## src/rtl/desplazador_pkg.sv

```systemverilog
// desplazador_pkg -- shared types for the multi-mode shifter.
//   MODO_*   : 2-bit operation encodings (modo port)
//   modo_t   : operation enum built from those encodings
//   estado_t : FSM states of desplazador_multimodo
package desplazador_pkg;

    localparam logic [1:0] MODO_LSR = 2'b00; // logical right
    localparam logic [1:0] MODO_ASR = 2'b01; // arithmetic right
    localparam logic [1:0] MODO_LSL = 2'b10; // logical left
    localparam logic [1:0] MODO_ROR = 2'b11; // rotate right

    typedef enum logic [1:0] {
        M_LSR = MODO_LSR,
        M_ASR = MODO_ASR,
        M_LSL = MODO_LSL,
        M_ROR = MODO_ROR
    } modo_t;

    typedef enum logic [1:0] {
        IDLE  = 2'd0,
        SHIFT = 2'd1,
        DONE  = 2'd2
    } estado_t;

endpackage

```

## src/rtl/desplazador_paso.sv

```systemverilog
// desplazador_paso -- one-position shift step (purely combinational).
//   valor      : current value
//   modo       : operation
//   siguiente  : value after one position
//   bit_salida : bit that leaves the word in this step
module desplazador_paso
    import desplazador_pkg::*;
#(
    parameter int WIDTH = 10
) (
    input  logic [WIDTH-1:0] valor,
    input  modo_t            modo,
    output logic [WIDTH-1:0] siguiente,
    output logic             bit_salida
);

    always_comb begin
        siguiente  = valor;
        bit_salida = 1'b0;
        case (modo)
            M_LSR: begin
                siguiente  = {1'b0, valor[WIDTH-1:1]};
                bit_salida = valor[0];
            end
            M_ASR: begin
                siguiente  = {valor[WIDTH-1], valor[WIDTH-1:1]};
                bit_salida = valor[0];
            end
            M_LSL: begin
                siguiente  = {valor[WIDTH-2:0], 1'b0};
                bit_salida = valor[WIDTH-1];
            end
            M_ROR: begin
                siguiente  = {valor[0], valor[WIDTH-1:1]};
                bit_salida = valor[0];
            end
            default: ;
        endcase
    end

endmodule

```

## src/rtl/desplazador_multimodo.sv

```systemverilog
// desplazador_multimodo -- sequential multi-mode shifter, one position per cycle.
//   clk, rst            : clock, asynchronous active-high reset
//   in_valid/in_ready   : operand handshake (DATO, shamt, modo)
//   out_valid/out_ready : result handshake (RESULTADO)
//   ACARREO, CERO       : last bit out / zero result, only when
//                         DESPLAZADOR_FLAGS_EN is defined
// RESULTADO is the working register; it is only meaningful with out_valid.
module desplazador_multimodo
    import desplazador_pkg::*;
#(
    parameter int WIDTH   = 10,
    parameter int SHAMT_W = 4
) (
    input  logic               clk,
    input  logic               rst,
    input  logic               in_valid,
    output logic               in_ready,
    input  logic [WIDTH-1:0]   DATO,
    input  logic [SHAMT_W-1:0] shamt,
    input  logic [1:0]         modo,
    output logic               out_valid,
    input  logic               out_ready,
    output logic [WIDTH-1:0]   RESULTADO
`ifdef DESPLAZADOR_FLAGS_EN
    ,
    output logic               ACARREO,
    output logic               CERO
`endif
);

    localparam int CNT_W = $clog2(WIDTH + 1);

    estado_t           estado, estado_sig;
    logic [WIDTH-1:0]  dato_r;
    modo_t             modo_r;
    logic [CNT_W-1:0]  resta;
    logic [CNT_W-1:0]  cnt_eff;
    logic [31:0]       shamt32;
    logic [WIDTH-1:0]  paso_sig;
    logic              paso_bit;

    // Rotation by WIDTH is the identity, so rotate wraps; shifts saturate
    // at WIDTH where the word is fully flushed.
    always_comb begin
        shamt32 = 32'(shamt);
        if (modo == MODO_ROR)
            cnt_eff = CNT_W'(shamt32 % 32'(WIDTH));
        else if (shamt32 > 32'(WIDTH))
            cnt_eff = CNT_W'(WIDTH);
        else
            cnt_eff = CNT_W'(shamt32);
    end

    desplazador_paso #(.WIDTH(WIDTH)) u_paso (
        .valor      (dato_r),
        .modo       (modo_r),
        .siguiente  (paso_sig),
        .bit_salida (paso_bit)
    );

    always_ff @(posedge clk or posedge rst) begin
        if (rst) estado <= IDLE;
        else     estado <= estado_sig;
    end

    always_comb begin
        estado_sig = estado;
        in_ready   = 1'b0;
        out_valid  = 1'b0;
        case (estado)
            IDLE: begin
                in_ready = 1'b1;
                if (in_valid)
                    estado_sig = (cnt_eff == '0) ? DONE : SHIFT;
            end
            SHIFT: begin
                // the step taken on this edge is the last one
                if (resta == CNT_W'(1)) estado_sig = DONE;
            end
            DONE: begin
                out_valid = 1'b1;
                if (out_ready) estado_sig = IDLE;
            end
            default: estado_sig = IDLE;
        endcase
    end

    always_ff @(posedge clk or posedge rst) begin
        if (rst) begin
            dato_r <= '0;
            modo_r <= M_LSR;
            resta  <= '0;
        end else begin
            case (estado)
                IDLE: if (in_valid) begin
                    dato_r <= DATO;
                    modo_r <= modo_t'(modo);
                    resta  <= cnt_eff;
                end
                SHIFT: begin
                    dato_r <= paso_sig;
                    resta  <= resta - CNT_W'(1);
                end
                default: ;
            endcase
        end
    end

    assign RESULTADO = dato_r;

`ifdef DESPLAZADOR_FLAGS_EN
    // CERO is registered rather than decoded from RESULTADO so that it
    // reads 0 after reset while RESULTADO is also 0.
    logic acarreo_r, cero_r;

    always_ff @(posedge clk or posedge rst) begin
        if (rst) begin
            acarreo_r <= 1'b0;
            cero_r    <= 1'b0;
        end else begin
            case (estado)
                IDLE: if (in_valid) begin
                    acarreo_r <= 1'b0;
                    cero_r    <= (cnt_eff == '0) && (DATO == '0);
                end
                SHIFT: begin
                    acarreo_r <= paso_bit;
                    if (resta == CNT_W'(1)) cero_r <= (paso_sig == '0);
                end
                default: ;
            endcase
        end
    end

    assign ACARREO = acarreo_r;
    assign CERO    = cero_r;
`else
    logic paso_bit_unused;
    assign paso_bit_unused = paso_bit;
`endif

endmodule

```

## config.mk

```make
export PLATFORM = sky130hd
export DESIGN_NAME = desplazador_multimodo
export DESIGN_NICKNAME = d
export VERILOG_FILES = /design/src/rtl/desplazador_pkg.sv /design/src/rtl/desplazador_paso.sv /design/src/rtl/desplazador_multimodo.sv
export SDC_FILE = /design/constraint.sdc
export NUM_CORES = 1
export LEC_CHECK = 0
export CORE_AREA = 2 2 55 57
export CTS_CLUSTER_DIAMETER = 80
export CTS_CLUSTER_SIZE = 12
export DETAILED_ROUTE_END_ITERATION = 8
export DIE_AREA = 0 0 57 59
export PLACE_DENSITY = 0.7
export SYNTH_ARGS = -nofsm -noshare
export SYNTH_HDL_FRONTEND = slang
export SYNTH_SLANG_ARGS = --single-unit
```

## constraint.sdc

```tcl
create_clock -name clk -period 2.1 [get_ports clk]
set_input_delay 0.42 -clock clk [delete_from_list [all_inputs] [get_ports clk]]
set_output_delay 0.42 -clock clk [all_outputs]
set_load 0.005 [all_outputs]
```

# Word level (Yosys, flattened, before mapping)
# Index checks and enable logic that the tools add are counted.
[totals]
register_bits = 18
latch_bits = 0
ramBits = 0
romBits = 0
input_bits = 20
output_inout_bits = 12
word_cells = 41
memories = 0
[classes]
add_sub_neg = 1
multipliers = 0
div_mod_pow = 1
magnitude_cmp = 1
eq_ne = 11
shifts = 0
mux = 14
bitwise_logic = 0
reduce_logical = 8
[ops]
columns = ["operator", "count"]
rows = [
  ["one-hot mux 10 bit (4 select lines)", 1],
  ["remainder unit 4 x 4 -> 32 bit (second input constant)", 1],
  ["one-hot mux 10 bit (2 select lines)", 1],
  ["two-way mux 4 bit", 3],
  ["two-way mux 10 bit", 1],
  ["equality test 2 bit (second input constant)", 4],
  ["two-way mux 2 bit", 4],
  ["inequality test 2 bit (second input constant)", 4],
  ["one-hot mux 4 bit (2 select lines)", 1],
  ["one-hot mux 2 bit (3 select lines)", 1],
  ["AND reduction 3 bit", 2],
  ["equality test 2 x 1 -> 1 bit (second input constant)", 2],
  ["equality test 4 x 1 -> 1 bit (second input constant)", 1],
  ["greater-than comparator 4 bit (second input constant)", 1],
  ["zero test 2 bit", 2],
  ["zero test 4 bit", 1],
  ["AND reduction 2 bit", 2],
  ["subtractor 4 x 1 -> 4 bit (second input constant)", 1],
  ["two-way mux 1 bit", 2],
  ["nonzero test 2 bit", 1],
]

# Longest topological paths before layout
[logic_depth]
depth_word = 7
mapped_depth = 6
mapped_depth_nobuf = 6

# Cells and area by module
# Synthesis repeated with hierarchy kept, for this count alone.
[hier_totals]
hier_cells = 139
hier_area_um2 = 1306.3
[by_module_without_submodules]
columns = ["mod", "instances", "cells_each", "area_per_inst_um2", "seq_area_each_um2"]
rows = [
  ["desplazador_multimodo", 1, 124, 1118.6, 450.4],
  ["desplazador_paso", 1, 15, 187.7, 0.0],
]

# Worst setup path after synthesis
# No wires, ideal clock.
[synth_path]
path_type = "input -> register"
from = "in shamt[1]"
to = "reg resta[2]"
setup_ns = 0.077
arrival_ns = 1.338
required_time_ns = 2.023
slack_ns = 0.685
cell_stages = 6
n_path_buf = 0
cell_sequence = "inv_1 ha_1 nand3b_1 a21o_1 a32o_1 a21oi_1"
[synth_between]
elab_chain_cells = 5
elab_cells_between_ends = 6
classes_between = "div: 1; order compare: 1; mux: 4"
[synth_rtl]
columns = ["element", "line_no", "rtl"]
rows = [
  ["from (decl)", "desplazador_multimodo.sv:19", "input logic [SHAMT_W-1:0] shamt,"],
  ["branches (longest 2 deep; another with remainder unit 4 x 4 -> 32 bit)", "--", ""],
  ["two-way mux 4 bit *", "desplazador_multimodo.sv:46", "if (modo == MODO_ROR)"],
  ["two-way mux 4 bit *", "desplazador_multimodo.sv:95", "IDLE: if (in_valid) begin"],
  ["one-hot mux 4 bit (2 select lines) *", "desplazador_multimodo.sv:94", "case (estado)"],
  ["to (signal assigned)", "desplazador_multimodo.sv:98", "resta <= cnt_eff;"],
  ["to (signal assigned)", "desplazador_multimodo.sv:102", "resta <= resta - CNT_W'(1);"],
  ["to (decl)", "desplazador_multimodo.sv:36", "logic [CNT_W-1:0] resta;"],
]
# Mark *: on every way between the ends. The select of a mux whose other input is x is not followed.
# A chain may end at the register's enable or synchronous reset.

# Worst setup path after layout
[layout_path]
from = "reg estado[1]"
to = "out in_ready"
[layout_between]
elab_chain_cells = 2
[layout_rtl]
columns = ["element", "line_no", "rtl"]
rows = [
  ["from (decl)", "desplazador_multimodo.sv:33", "estado_t estado, estado_sig;"],
  ["from (signal assigned)", "desplazador_multimodo.sv:63", "else estado <= estado_sig;"],
  ["zero test 2 bit", "desplazador_multimodo.sv:70", "case (estado)"],
  ["two-way mux 1 bit", "desplazador_multimodo.sv:70", ""],
  ["to (decl)", "desplazador_multimodo.sv:17", "output logic in_ready,"],
]
# Every way passes these cells.

==> impl_metrics.toml <==
[synthesis]
synth_cells = 120
syn-num-nets = 143
yosysMostFrequentCell = "dfrtp_1"
yosys.area.top_type_share_pct = 39.78
synth_top_cell_by_area = "dfrtp_1"
synth.avg_cell_area_um2 = 9.436
synth.distinct_cells = 31
yosys_warnings = 0
synth_area_leaders = "dfrtp_1 (40%), mux2i_1 (8.0%), a21oi_1 (6.6%)"
ys.flop_type = "dfrtp_1"
synth_edf_count = 0
syn_area_um2 = 1132
synth_common_cells = "dfrtp_1 (18), a21oi_1 (15), mux2i_1 (9), nor3_1 (9)"
ys_seq_area_share_pct = 39.78
ys_ff_latch = 18
async_reset_ff_share_pct = 100.0

[pwr]
power_density_nw_per_um2 = 1323
p_seq_share_pct = 34.2
power.internal_w = 0.001255
p_clk_share_pct = 11.0
power_w = 0.002023
switching_share_pct = 37.96
combPwrFrac_pct = 54.8
p_leak_nw = 0.6195
peakVddDrop_mv = 0.8066
switchingPower_w = 0.0007682

[critical_path]
worstPathArrival_ns = 1.61
crit_type = "flop to output pin"
rrSetupSlack_ns = 0.53
startpoint_type = "flop"
worstRegToRegCells = 4
worst_r2r_endpoint = "RESULTADO[8]"
crit_fanout = 10
regToRegStartpoint = "modo_r[0]"
cp-end-kind = "output pin"
cp.required_ns = 1.68

[global_route]
grt_usage_pct = 17.60
grt_pass1_wl_um = 4595
grt_pass1_vias = 969
grt_overflow = 0
antenna_found_initial = 0
grt_max_degree = 19

[die]
num_rows = 19
die_area_um2 = 3363
coreArea_um2 = 2710
dieWidth_um = 57
io_pins = 32
die_h_um = 59
initial_core_util_pct = 41.78

[placed_design]
dpl_cell_area_um2 = 1491
place_hpwl_um = 2102
numPortBuffers = 31
gp_congestion = 0.8006

[cells_and_area]
final_util_pct = 56.42
diodes = 0
nets = 180
drive_gt1_share_pct = 13.46
final_area_um2 = 1529
synthToLayoutAreaGrowth_pct = 35.03

[route]
via_per_inst = 5.513
wirelength_um = 2741
drt-pass1-iter-count = 4
ant_nets = 0
post-route-drc-count = 0
dr_total_vias = 1031
avgRoutedWirePerCell_um = 14.66
drt_iter0_markers = 33

[timing]
setup_viol = 0
finalHoldViolations = 0
tns_ns = 0
period_needed_ns = 2.026
post-route-period-util_pct = 96.46
max_freq_ghz = 0.4936
rsz0062_at_grt = "false"
maxSlewViolCount = 0
slew_headroom_pct = 61.18
skew_ns = 0.004114
worst_pin_slew_ns = 0.5797

[run_status]
outcome = "finished clean"

[clock_network]
tritoncts = "done"
cts.sinks = 18
post-cts-setup-buffer-count = 0
root_buffer = "clkbuf_4"
ctsHtreeMaxLevel = 1
clk_pin_slew_worst_paths_ns = 0.11
insertion_delay_ns = 0.30
numCtsBuffers = 3
clockBufferDepth = 2

[flow_run]
cap_violations = 0

[worst_hold_path]
hold_path.class = "input port to async pin"
==> power by group through the flow <==
| stage | registers, W | logic, W | clock network [W] |
|---|---|---|---|
| 4_1_cts | 0.000692 | 0.00112 | 0.000230 |
| 2_1_floorplan | 0.000664 | 0.000736 | 0 |
| 3_5_place_dp | 0.000700 | 0.00112 | 0 |
| 5_1_grt | 0.000718 | 0.00123 | 0.000245 |
| 6_report | 0.000693 | 0.00111 | 0.000223 |
| 3_3_place_gp | 0.000691 | 0.00109 | 0 |
==> state kept, by name (all words and copies together) (netlist names) <==
name,flops
estado,2
modo_r,2
resta,4
RESULTADO,10
==> kinds of logic (layout without fill, tap and decap cells) <==
family	count (synthesis)	after routing	synth area share, %
buf+inv	15	51	7.072
simple gates	34	34	15.25
mux	12	12	10.94
flops	18	18	39.78
compound gates	38	38	23.65
fa+ha+maj	3	3	3.315
==> worst max-delay path by stage <==
stage                         start  endpoint  slack, ns
after CTS                 estado[1]  in_ready       0.05
after global placement     shamt[1]  resta[2]       0.17
final                     estado[1]  in_ready       0.07
after global routing      estado[1]  in_ready       0.05
after detailed placement   shamt[1]  resta[2]       0.11
after floorplan            shamt[1]  resta[2]       0.68
==> through the flow <==
step / instances / hold WS [ns] / setup WS [ns]
2_1_floorplan: 120 / 0.3586 / 0.6848
3_3_place_gp: 183 / 0.5150 / 0.1661
3_5_place_dp: 183 / 0.5276 / 0.1107
4_1_cts: 187 / 0.4241 / 0.04822
5_1_grt: 187 / 0.4535 / 0.05274
6_report: 187 / 0.4211 / 0.07426
==> metal layers <==
| layer | GRT usage, % | up-vias | routed length [µm] |
|---|---|---|---|
| met4 | 5.980 | 0 | 28 |
| met5 | 0 | - | 0 |
| met3 | 1.965 | 4 | 99 |
| met2 | 28.90 | 27 | 1303 |
| met1 | 24.38 | 479 | 1309 |
| li1 | - | 521 | - |
==> layout by cell type (no fill, tap or decap) <==
cell type and instances:
clkdlybuf4s50_1 31, dfrtp_1 17, a21oi_1 15, mux2i_1 9
nor3_1 9, nor2_1 8, o22a_1 8, buf_4 8
nand2_1 6, inv_1 6, a32o_1 3, nand2b_1 3
mux2_2 3, nand4_1 3, ha_1 3, clkbuf_4 3
inv_2 2, a21o_1 2, o221ai_1 2, o211ai_1 2
nand3b_1 1, nor3_2 1, nor2b_2 1, o31ai_2 1
o31ai_1 1, o21ai_1 1, a31oi_1 1, a211o_1 1
nand3_1 1, or3_1 1, o21ai_0 1, clkbuf_8 1
dfrtp_2 1
==> worst max-delay path: stages (launching register included) <==
cell and delay (ns):
dfrtp_2 0.49, nor2_1 0.26, clkdlybuf4s50_1 0.56
==> timing repair <==
action,4_1_cts,5_1_grt
resized for setup,0,1
setup endpoints to repair,0,2
hold buffers,0,0
==> final cells by class <==
type                            count  area, µm²
Clock buffer                        4      36.28
Fill cell                         252       1181
Inverter                            8      30.03
Multi-Input combinational cell     87      601.8
Sequential cell                    18      451.7
Tap cell                           31      38.79
Timing Repair Buffer               39      370.4
Note: power is estimated with default switching activity, not from simulation.
==> RTL edit, RTL diff (same settings) <==
Set the parameter `SHAMT_W` to 5 (it was 4).
--- a/src/rtl/desplazador_multimodo.sv
+++ b/src/rtl/desplazador_multimodo.sv
@@ -11,3 +11,3 @@
     parameter int WIDTH   = 10,
-    parameter int SHAMT_W = 4
+    parameter int SHAMT_W = 5
 ) (
Ports: changed (resized shamt); port bits go from 32 to 33. The function was not compared with the original's and may differ.
==> RTL edit against the original RTL <==
Synthesized cell count increased by 21%. Worst setup slack better by 0.16 ns. Clock skew decreased by 0.00054 ns. Worst hold slack got worse by 0.0068 ns. Die area stayed put. Cell area up 18%. Power rose by 2.6%. Sequential share of layout area shrank 4.5 points. Synthesized area increased by 15%. Wire length is 20% higher. Count of clock-buffer cells in the layout unchanged. Maximum frequency up 8.3%. Sequential cell count did not move. Critical path depth unchanged. Critical path type unchanged.
==> RTL edit: results (changes against the original RTL) <==
grt:
  antenna_found_initial: 0  # unchanged
  grt_max_degree: 24  # +5
  grt_pass1_wl_um: 5560  # +21%
  grtUsageTotal_pct: 20.9  # +3.3 points
timing:
  worst_pin_slew_ns: 0.364  # -0.216 ns
  hold_viol: 0  # unchanged
  skew_ns: 0.00357  # -0.000544 ns
  hold_ws_ns: 0.414  # -0.00680 ns
placed_design:
  dpl-instance-area_sq_um: 1730  # +16%
  dp_cells: 214  # +17%
  gp_congestion: 0.786  # -1.9%
  numPortBuffers: 32  # +3.2%
  dpl.hpwl_um: 2460  # +17%
setup_path:
  path_max_fanout: 7  # -3
  rrSetupSlack_ns: 0.50  # -0.03 ns
  reg2reg_depth: 5  # +1
  cp_data_arrival_time_ns: 1.45  # -0.16 ns
pwr:
  seqPwrFrac_pct: 33.7  # -0.5 points
  power.switching_mw: 0.786  # +2.3%
  comb_power_share_pct: 55.6  # +0.8 points
  pg_comb_mw: 1.15  # +4%
  ir_worst_vdd_uv: 811  # +0.53%
  power.leakage_nw: 0.738  # +19%
routing:
  via_count: 1266  # +23%
  firstDrtPassIters: 4  # unchanged
  post_drt_wl_per_cell_um: 15.1  # +2.8%
  drtIter0Drc: 48  # +45%
yosys:
  avgSynthCellArea_sq_um: 9.02  # -4.4%
  ys_seq_area_share_pct: 34.4  # -5.3 points
  yosysWarningCount: 0  # unchanged
  async_flop_share_pct: 100  # unchanged
  syn_nets: 169  # +18%
  synth_cell_type_count: 41  # +32%
  synth.area.top_cells: "dfrtp_1, a21oi_1, mux2i_1"
  synth_commonest_cells: "dfrtp_1, a21oi_1, nor3b_1, o22a_1, mux2i_1"
flow_run:
  cap_violations: 0  # unchanged
layout:
  largest_register_ffs: 10  # unchanged
  drive_above_1_share_pct: 16.6  # +3.1 points
  diodes: 0  # unchanged
  instances_no_fill: 218  # +17%
hold_path:
  hold_path.class: "primary input to asynchronous set/reset pin"
clock_network:
  clock_latency_ns: 0.30  # about the same
  clock-root-buffer: "clkbuf_4"
  cts_buffers: 3  # unchanged
  path_clk_slew_ns: 0.11  # about the same
  postCtsSetupBuffers: 0  # unchanged
  h-tree-depth: 1  # unchanged
  cts_buffer_depth: 2  # unchanged
run_status:
  status: "complete, no violations"
==> RTL edit: worst paths after layout <==
kind                           endpoint       from
setup / recovery               in_ready  estado[0]
hold reg to reg                resta[0]   resta[0]
max in group asynchronous     modo_r[0]        rst
hold / removal             RESULTADO[2]        rst
min in group clk               resta[0]   resta[0]
setup reg to reg               resta[3]  estado[0]
==> RTL edit: logic make-up (layout without fill, tap and decap cells) <==
| family | after synthesis | count (layout) | share of synthesized area (%) |
|---|---|---|---|
| compound gates | 53 | 53 | 27.2 |
| fa+ha+maj | 4 | 4 | 3.64 |
| buf+inv | 18 | 60 | 6.89 |
| flops | 18 | 18 | 34.4 |
| mux | 12 | 12 | 9.57 |
| simple gates | 40 | 40 | 18.3 |
==> RTL edit: repair_timing <==
| item | 4_1_cts | 5_1_grt |
|---|---|---|
| pin swaps | 0 | 2 |
| endpoints found under the setup margin | 3 | 5 |
| resized for setup | 3 | 3 |
==> RTL edit: worst max-delay path, cell delays in order (launching register included) <==
cell and delay [ns]:
dfrtp_1 0.47, nor2_1 0.15, clkdlybuf4s50_1 0.52
==> RTL edit: layer usage <==
metal / vias up / share of wire, % / track usage (%)
li1: 627 / - / -
met1: 598 / 44 / 24.0
met2: 36 / 52 / 38.1
met3: 5 / 3.3 / 2.62
met4: 0 / 1.7 / 11.0
met5: - / 0 / 0
==> RTL edit: layout make-up <==
class                           count  area [sq um]
Clock buffer                        4          36.3
Fill cell                         238           912
Inverter                            7          26.3
Multi-Input combinational cell    109           793
Sequential cell                    18           450
Tap cell                           31          38.8
Timing Repair Buffer               49           453
==> RTL edit: metrics by stage <==
stage	worst slack, ns	TNS (ns)
floorplan	0.0259	0
global placement	-0.287	-1.30
detailed placement	-0.371	-1.70
CTS	0.0304	0
global route	0.122	0
finish	0.230	0
